==> config.mk <==
export PLATFORM = sky130hd
export DESIGN_NAME = rng_byte_packer
export DESIGN_NICKNAME = d
export VERILOG_FILES = /design/src/rtl/rng_pkg.sv /design/src/rtl/sync_fifo.sv /design/src/rtl/rng_byte_packer.sv
export SDC_FILE = /design/constraint.sdc
export NUM_CORES = 1
export LEC_CHECK = 0
export ABC_AREA = 1
export BUFFER_PORTS_ARGS = -buffer_cell sky130_fd_sc_hd__buf_2
export CAP_MARGIN = 0
export CORE_ASPECT_RATIO = 1.1
export CORE_MARGIN = 3
export CORE_UTILIZATION = 47
export DETAILED_ROUTE_END_ITERATION = 10
export MAX_ROUTING_LAYER = met4
export PLACE_DENSITY_LB_ADDON = 0.2
export SYNTH_ARGS = -nofsm -noshare
export SYNTH_HDL_FRONTEND = slang
export SYNTH_SLANG_ARGS = --single-unit
==> constraint.sdc <==
create_clock -name i_clk -period 2.1 [get_ports i_clk]
set_input_delay 0.21 -clock i_clk [delete_from_list [all_inputs] [get_ports i_clk]]
set_output_delay 0.21 -clock i_clk [all_outputs]
set_load 0.03 [all_outputs]
==> src/rtl/rng_pkg.sv <==
// rng_pkg: shared types for the random-bit packer.
//   whiten_state_t : von Neumann corrector state (waiting for first or second bit of a pair).
//   vn_keep        : returns 1 when a bit pair carries an unbiased bit (bits differ).
package rng_pkg;

  typedef enum logic [0:0] {
    WAIT_FIRST  = 1'b0,
    WAIT_SECOND = 1'b1
  } whiten_state_t;

  // A pair is usable only when its two bits differ; the first bit is then the output.
  function automatic logic vn_keep(input logic first_bit, input logic second_bit);
    return first_bit ^ second_bit;
  endfunction

endpackage

==> src/rtl/sync_fifo.sv <==
// sync_fifo: single-clock word FIFO with synchronous active-high reset.
//   i_clk, i_rst     : clock, synchronous reset (empties FIFO, clears storage)
//   i_push, i_data   : write request and word; dropped when full unless a pop happens too
//   i_pop            : read request; ignored while empty
//   o_data           : head entry (registered storage, stable until popped)
//   o_full, o_empty  : status flags
//   o_level          : number of stored words, 0..DEPTH
//   o_push_ok        : the push request this cycle is accepted
module sync_fifo #(
  parameter int unsigned WIDTH = 8,
  parameter int unsigned DEPTH = 4,
  localparam int unsigned AW   = $clog2(DEPTH)
) (
  input  logic             i_clk,
  input  logic             i_rst,
  input  logic             i_push,
  input  logic [WIDTH-1:0] i_data,
  input  logic             i_pop,
  output logic [WIDTH-1:0] o_data,
  output logic             o_full,
  output logic             o_empty,
  output logic [AW:0]      o_level,
  output logic             o_push_ok
);

  localparam logic [AW:0]   FullLevel = (AW + 1)'(DEPTH);
  localparam logic [AW:0]   LevelOne  = (AW + 1)'(1);
  localparam logic [AW-1:0] PtrOne    = AW'(1);

  logic [WIDTH-1:0] mem_q [DEPTH];
  logic [AW-1:0]    wr_ptr_q;
  logic [AW-1:0]    rd_ptr_q;
  logic [AW:0]      level_q;

  logic pop_eff;
  logic push_eff;

  assign o_full    = (level_q == FullLevel);
  assign o_empty   = (level_q == '0);
  assign o_level   = level_q;
  assign o_data    = mem_q[rd_ptr_q];

  assign pop_eff   = i_pop & ~o_empty;
  // A pop in the same cycle frees the slot the push needs, so full + push + pop succeeds.
  assign push_eff  = i_push & (~o_full | pop_eff);
  assign o_push_ok = push_eff;

  always_ff @(posedge i_clk) begin
    if (i_rst) begin
      wr_ptr_q <= '0;
      rd_ptr_q <= '0;
      level_q  <= '0;
      for (int unsigned i = 0; i < DEPTH; i++) begin
        mem_q[i] <= '0;
      end
    end else begin
      if (push_eff) begin
        mem_q[wr_ptr_q] <= i_data;
        wr_ptr_q        <= wr_ptr_q + PtrOne;
      end
      if (pop_eff) begin
        rd_ptr_q <= rd_ptr_q + PtrOne;
      end
      case ({push_eff, pop_eff})
        2'b10:   level_q <= level_q + LevelOne;
        2'b01:   level_q <= level_q - LevelOne;
        default: level_q <= level_q;
      endcase
    end
  end

endmodule

==> src/rtl/rng_byte_packer.sv <==
// rng_byte_packer: takes one LFSR bit per enabled cycle, optionally de-biases it with a
// von Neumann corrector, packs accepted bits MSB-first into WORD_BITS-wide words and
// buffers them in a DEPTH-word FIFO behind a valid/ready interface.
//   i_clk, i_rst        : clock, synchronous active-high reset
//   i_bit, i_bit_valid  : offered random bit (never back-pressured)
//   o_data, o_valid     : FIFO head word / FIFO not empty
//   i_ready             : consumer takes o_data this cycle
//   o_level             : words currently stored, 0..DEPTH
//   o_overflow          : sticky, a completed word was dropped; i_clr_ovf clears it
module rng_byte_packer
  import rng_pkg::*;
#(
  parameter int unsigned WORD_BITS = 8,
  parameter int unsigned DEPTH     = 4,
  parameter int unsigned WHITEN    = 1,
  localparam int unsigned LW       = $clog2(DEPTH) + 1
) (
  input  logic                 i_clk,
  input  logic                 i_rst,
  input  logic                 i_bit,
  input  logic                 i_bit_valid,
  output logic [WORD_BITS-1:0] o_data,
  output logic                 o_valid,
  input  logic                 i_ready,
  output logic [LW-1:0]        o_level,
  output logic                 o_overflow,
  input  logic                 i_clr_ovf
);

  localparam int unsigned CW      = $clog2(WORD_BITS);
  localparam logic [CW-1:0] CntLast = CW'(WORD_BITS - 1);
  localparam logic [CW-1:0] CntOne  = CW'(1);

  whiten_state_t        state_q;
  logic                 pend_q;
  logic [WORD_BITS-1:0] sr_q;
  logic [CW-1:0]        cnt_q;
  logic                 ovf_q;

  logic                 acc_valid;
  logic                 acc_bit;
  logic                 word_done;
  logic [WORD_BITS-1:0] word;
  logic                 pop;
  logic                 fifo_full;
  logic                 fifo_empty;
  logic                 push_ok;
  logic                 drop;

  // Bit acceptance: raw mode passes every offered bit; whitened mode emits the first bit
  // of a differing pair when the second bit arrives.
  always_comb begin
    acc_valid = 1'b0;
    acc_bit   = i_bit;
    if (WHITEN == 0) begin
      acc_valid = i_bit_valid;
    end else if (i_bit_valid && (state_q == WAIT_SECOND) && vn_keep(pend_q, i_bit)) begin
      acc_valid = 1'b1;
      acc_bit   = pend_q;
    end
  end

  assign word      = {sr_q[WORD_BITS-2:0], acc_bit};
  assign word_done = acc_valid && (cnt_q == CntLast);
  assign pop       = o_valid & i_ready;
  assign drop      = word_done & ~push_ok;

  always_ff @(posedge i_clk) begin
    if (i_rst) begin
      state_q <= WAIT_FIRST;
      pend_q  <= 1'b0;
      sr_q    <= '0;
      cnt_q   <= '0;
      ovf_q   <= 1'b0;
    end else begin
      // Whitening FSM only moves on offered bits; in raw mode it stays in WAIT_FIRST.
      if ((WHITEN != 0) && i_bit_valid) begin
        case (state_q)
          WAIT_FIRST: begin
            pend_q  <= i_bit;
            state_q <= WAIT_SECOND;
          end
          default: begin
            state_q <= WAIT_FIRST;
          end
        endcase
      end

      if (acc_valid) begin
        sr_q  <= word;
        // Counter wraps on completion even if the word is dropped, so the next word
        // always starts on a clean boundary.
        cnt_q <= word_done ? '0 : cnt_q + CntOne;
      end

      // Setting wins over clearing in the same cycle.
      if (drop) begin
        ovf_q <= 1'b1;
      end else if (i_clr_ovf) begin
        ovf_q <= 1'b0;
      end
    end
  end

  sync_fifo #(
    .WIDTH (WORD_BITS),
    .DEPTH (DEPTH)
  ) u_fifo (
    .i_clk     (i_clk),
    .i_rst     (i_rst),
    .i_push    (word_done),
    .i_data    (word),
    .i_pop     (pop),
    .o_data    (o_data),
    .o_full    (fifo_full),
    .o_empty   (fifo_empty),
    .o_level   (o_level),
    .o_push_ok (push_ok)
  );

  assign o_valid    = ~fifo_empty;
  assign o_overflow = ovf_q;

endmodule

==> results of run 1 <==
[placed cells by master, fill, tap and decap left out, types with 2 or more instances in the layout]
cell and count:
ha_1 2, inv_1 33, clkbuf_1 2, clkbuf_8 5
clkinv_1 2, buf_2 18, dfxtp_1 22, o22ai_1 8
o21ai_0 34, nand3_2 2, nand2_4 3, nand2_2 6
nor2_2 2, buf_4 8, a21oi_1 11, nor2_1 60
nand2_1 19, edfxtp_1 32, nand3_1 6
[per-stage QoR]
step	power, mW	util
floorplan	1.81	-
global placement	2.00	0.538
detailed placement	2.01	0.538
CTS	2.69	0.560
global route	2.82	0.560
finish	2.66	0.560
[area by class of cell]
| cell class | instances | area share |
|---|---|---|
| Clock buffer | 7 | 0.0289 |
| Sequential cell | 54 | 0.530 |
| Clock inverter | 1 | 0.0114 |
| Multi-Input combinational cell | 158 | 0.295 |
| Inverter | 36 | 0.0511 |
| Tap cell | 56 | 0.0265 |
| Timing Repair Buffer | 26 | 0.0568 |
[registers in the layout, summed over array words and instances, names as in the netlist, named ones only]
register / count
cnt_q: 3
u_fifo.rd_ptr_q: 2
u_fifo.mem_q: 32
u_fifo.o_level: 3
pend_q: 1
o_overflow: 1
state_q: 1
u_fifo.wr_ptr_q: 2
sr_q: 7
[cells by family (layout without fill, tap and decap cells)]
| kind of cell | count (synthesis) | in the layout | share of synthesized area |
|---|---|---|---|
| flops | 54 | 54 | 0.597 |
| simple gates | 99 | 99 | 0.186 |
| fa+ha+maj | 3 | 3 | 0.0192 |
| buf+inv | 42 | 70 | 0.0704 |
| compound gates | 56 | 56 | 0.127 |
[layer usage]
layer  wire length [µm]  global-route usage
met2               2010               0.273
met4                 48              0.0580
met1               2030               0.203
met5                  0                   -
met3                149              0.0463
[worst paths after layout]
path	end	depth (start not counted)	slack (ns)
setup reg to reg	u_fifo.mem_q[3][1]$_DFFE_PP_	7	0.32
setup / recovery	u_fifo.mem_q[3][1]$_DFFE_PP_	7	0.32
hold / removal	o_overflow$_SDFFE_PP0P_	2	0.08
hold reg to reg	o_overflow$_SDFFE_PP0P_	2	0.46
[power groups by stage]
| stage | clock network [mW] | logic, mW | registers (mW) |
|---|---|---|---|
| finish | 0.679 | 0.739 | 1.24 |
| global route | 0.739 | 0.825 | 1.25 |
| CTS | 0.696 | 0.753 | 1.24 |
| detailed placement | 0 | 0.750 | 1.26 |
| global placement | 0 | 0.736 | 1.26 |
| floorplan | 0 | 0.501 | 1.31 |
[critical path, stage by stage (launching register included)]
cell and delay, ns:
dfxtp_1 0.35, ha_1 0.16, ha_1 0.21, nand3_2 0.13
nor2_2 0.15, inv_1 0.10, o31ai_1 0.20, buf_4 0.21
==> results.yml, run 1 <==
worst_setup_path:
  path_max_fanout: 8
  cp.arrival_ns: 1.81
  crit_start: "cnt_q[0]$_SDFFE_PP0P_"
  cp-start-kind: "flop"
  r2r-start: "cnt_q[0]$_SDFFE_PP0P_"
  end_kind: "flop"
  crit_type: "reg2reg"
  cp.required_ns: 2.12
die:
  die_y_um: 80.1
  die_w_um: 73.4
  rows: 26
  initial_core_util: 0.497
  dieArea_um2: 5880
  io_pins: 19
  core_um2: 4720
clock_tree:
  htreeDepth: 2
  cts_setup_buffers: 0
  cts_tree: "yes"
  ctsResizeCount: 0
  cts.sinks: 54
  worstSkewPairLatency_ns: 0.30
  cts_root_buffer: "clkbuf_8"
  path_clk_slew_ns: 0.09
  cts_made_buffers: 5
  cts.path.max_buffers: 2
  hold_buffers: 0
sta:
  setup_tns_ns: 0
  fmax_mhz: 561
  rsz0062_at_grt: "false"
  min_period_ns: 1.78
  whs_ns: 0.0847
  final_hold_viol_count: 0
  finalSetupViolations: 0
  relSlewSlack: 0.699
  skew_ns: 0.00920
  period_share: 0.849
  worst_pin_slew_ns: 0.451
  drv_slew: 0
  layout_setup_ws_ns: 0.317
finish:
  fin_area_um2: 2640
  fin_nets: 290
  drive_above_1_share: 0.163
  seq_area_um2: 1400
  multi_input_area_um2: 779
  diodes: 0
  syn_to_final_growth_pct: 12.6
  fin_cells: 338
  fillers: 429
pwr:
  switching_share: 0.336
  p_clk_frac: 0.256
  comb_power_share: 0.278
  leakagePower_nw: 1.16
  ir_drop_v: 0.000790
  p_seq_frac: 0.466
  power_switching_uw: 893
  p_int_mw: 1.76
  power.density_nw_per_um2: 1010
logic_synthesis:
  ys.flop_type: "edfxtp_1"
  ys_top_cells_by_area: "edfxtp_1, dfxtp_1, nor2_1, o21ai_0, inv_1"
  yosysSeqAreaShare: 0.597
  synth.avg_cell_area_um2: 9.24
  post_synth_instance_area_um2: 2350
  synth_top_area_cell: "edfxtp_1"
  synth_top_area_frac: 0.410
  async_flop_share: 0
  synth_cell_types: 23
  synth_common_cells: "nor2_1, o21ai_0, inv_1"
  yosys_warnings: 0
  synth_most_common_cell: "nor2_1"
  synth_edf_count: 32
  ys_ff_latch: 54
  syn_inst: 254
  syn_nets: 263
global_route:
  grtUsageTotal: 0.169
  grt_max_degree: 17
  grt_pass1_wl_um: 7290
  overflow: 0
  antenna_found_initial: 0
  grt_pass1_vias: 1644
drt:
  wl_per_cell_um: 12.5
  drc: 0
  via_per_inst: 5.05
  firstDrtPassIters: 4
  wirelength_um: 4240
  vias: 1708
  drt_iter0_markers: 120
  drtAntennaViolNets: 0
placement:
  placed_area_um2: 2540
  dp_worst_setup_slack_ns: 0.313
  place_congestion: 0.774
  dp_hpwl_um: 3100
  port_buffers: 18
  placed_cells: 330
worst_hold_path:
  min_path_type: "in2reg"
  hp-start: "i_rst"
status:
  outcome: "finished, final reports clean"
flow_run:
  cap_viol_max_count: 0
Note: power is estimated with default switching activity, not from simulation.
==> inputs of run 2 (changes only) <==
- clock period: 2.1 -> 1.65 ns (I/O delays scaled with it)
==> run 2 against run 1 <==
Compared with the run above: the flow now finishes with violations (negative setup slack); first-iteration DRC count fell by 41%; setup slack got worse by 0.32 ns; sequential power rose by 31%; die area did not move; critical endpoint is now u_fifo.o_level[2]$_SDFFE_PP0P_; critical path depth rose by 2; count of clock-buffer cells in the layout fell by 2; global-route usage rose by 0.71 points; combinational power rose by 50%; flip-flop and latch count did not move; sequential share of layout area fell by 3.6 points; largest cell class unchanged.
==> results.yml, run 2 (synthesized netlist as in run 1, its figures left out) <==
status:
  outcome: "finished, violations left"
  violations: "negative setup slack"
die:
  initial_core_util: 0.497
  core_um2: 4720
  rows: 26
  die_w_um: 73.4
  die_y_um: 80.1
  io_pins: 19
  dieArea_um2: 5880
drt:
  drc: 0
  drt_iter0_markers: 71
  via_per_inst: 5.12
  drtAntennaViolNets: 0
  vias: 1793
  firstDrtPassIters: 4
  wl_per_cell_um: 13.6
  wirelength_um: 4770
worst_setup_path:
  worstSetupEndpoint: "u_fifo.o_level[2]$_SDFFE_PP0P_"
  cp.arrival_ns: 1.85
  r2r_end: "u_fifo.o_level[2]$_SDFFE_PP0P_"
  r2r-start: "cnt_q[1]$_SDFFE_PP0P_"
  crit_type: "reg2reg"
  crit_start: "cnt_q[1]$_SDFFE_PP0P_"
  rrSetupSlack_ns: -0.005
  cp-start-kind: "flop"
  cp.required_ns: 1.85
  path_max_fanout: 4
  reg2reg_depth: 9
  end_kind: "flop"
sta:
  min_period_ns: 1.66
  skew_ns: 0.00893
  worst_pin_slew_ns: 0.402
  fmax_mhz: 604
  period_share: 1.00
  layout_setup_ws_ns: -0.00548
  relSlewSlack: 0.729
  drv_slew: 0
  whs_ns: 0.0431
  rsz0062_at_grt: "true"
  finalSetupViolations: 1
  final_hold_viol_count: 0
clock_tree:
  path_clk_slew_ns: 0.09
  cts.path.max_buffers: 2
  worstSkewPairLatency_ns: 0.30
  cts.sinks: 54
  cts_root_buffer: "clkbuf_8"
  cts_made_buffers: 5
  cts_tree: "yes"
  htreeDepth: 2
worst_hold_path:
  hp-start: "i_rst"
  min_path_type: "in2reg"
placement:
  placed_area_um2: 2660
  place_congestion: 0.788
  dp_worst_setup_slack_ns: -0.0477
  port_buffers: 18
  dp_hpwl_um: 3330
pwr:
  p_int_mw: 2.20
  comb_power_share: 0.324
  p_seq_frac: 0.473
  ir_drop_v: 0.00107
  leakagePower_nw: 1.21
  switching_share: 0.360
  finalPower_mw: 3.44
  power_switching_mw: 1.24
  p_clk_frac: 0.204
  power.density_nw_per_um2: 1200
finish:
  largest_reg_flops: 32
  finish.utilization: 0.608
  reg_top3: "u_fifo.mem_q (32), sr_q (7)"
  syn_to_final_growth_pct: 22.3
  fin_nets: 302
  diodes: 0
  regMostFlops: "u_fifo.mem_q"
  drive_above_1_share: 0.279
  layout_common_cells: "nor2_1, edfxtp_1, o21ai_0, inv_1"
  fin_area_um2: 2870
  final_common_cell: "nor2_1"
flow_run:
  cap_viol_max_count: 0
global_route:
  grt_pass1_vias: 1677
  grt_max_degree: 17
  grtUsageTotal: 0.176
  antenna_found_initial: 0
  grt_pass1_wl_um: 7570
  overflow: 0
## run 2: worst max-delay path, cell delays in order, from the launching register on
cell and delay [ns]:
dfxtp_2 0.34, ha_4 0.16, ha_4 0.16, nand3_4 0.12, nand2_4 0.07, fa_2 0.36
inv_2 0.06, nand3_2 0.08, a21oi_1 0.14, nor2_1 0.06
## run 2: what timing repair did
action                     4_1_cts  5_1_grt
setup endpoints to repair        9       74
gates cloned                     0        1
hold buffers                     0        0
setup buffers                    0        6
pin swaps                        1        8
gates resized for setup          3       24
## run 2: worst min path at each step
stage,endpoint,slack [ns],depth (start not counted)
after floorplan,cnt_q[2]$_SDFFE_PP0P_,0.23,1
after global placement,cnt_q[2]$_SDFFE_PP0P_,0.35,2
after detailed placement,o_overflow$_SDFFE_PP0P_,0.36,2
after CTS,cnt_q[2]$_SDFFE_PP0P_,0.04,2
after global routing,o_overflow$_SDFFE_PP0P_,0.05,2
final,cnt_q[2]$_SDFFE_PP0P_,0.04,2
## run 2: area by class of cell
cell class / instances / area, µm²
sequential: 54 / 1420
clock buffer: 5 / 68.8
inverter: 36 / 141
multi-input combinational: 158 / 877
tap: 56 / 70.1
timing repair buffer: 37 / 270
fill: 410 / 1850
timing repair inverter: 1 / 7.51
clock inverter: 3 / 16.3
## run 2: metal layers
layer / vias to the layer above / GRT usage / part of all wire
li1: 918 / - / -
met1: 841 / 0.208 / 0.44
met2: 30 / 0.300 / 0.52
met3: 4 / 0.0338 / 0.031
met4: 0 / 0.0598 / 0.013
met5: - / - / 0
## run 2: power by group through the flow
stage               Clock (mW)  Sequential, mW  Combinational [mW]
floorplan                    0            1.68               0.673
global placement             0            1.62               0.985
detailed placement           0            1.63               0.999
CTS                      0.733            1.60                1.01
global route             0.771            1.64                1.23
finish                   0.699            1.62                1.11
## run 2: per-stage QoR
| step | setup TNS (ns) | cells |
|---|---|---|
| floorplan | -1.02 | 254 |
| global placement | 0 | 335 |
| detailed placement | -0.119 | 335 |
| CTS | -0.0160 | 343 |
| global route | -1.31 | 350 |
| finish | -0.00548 | 350 |
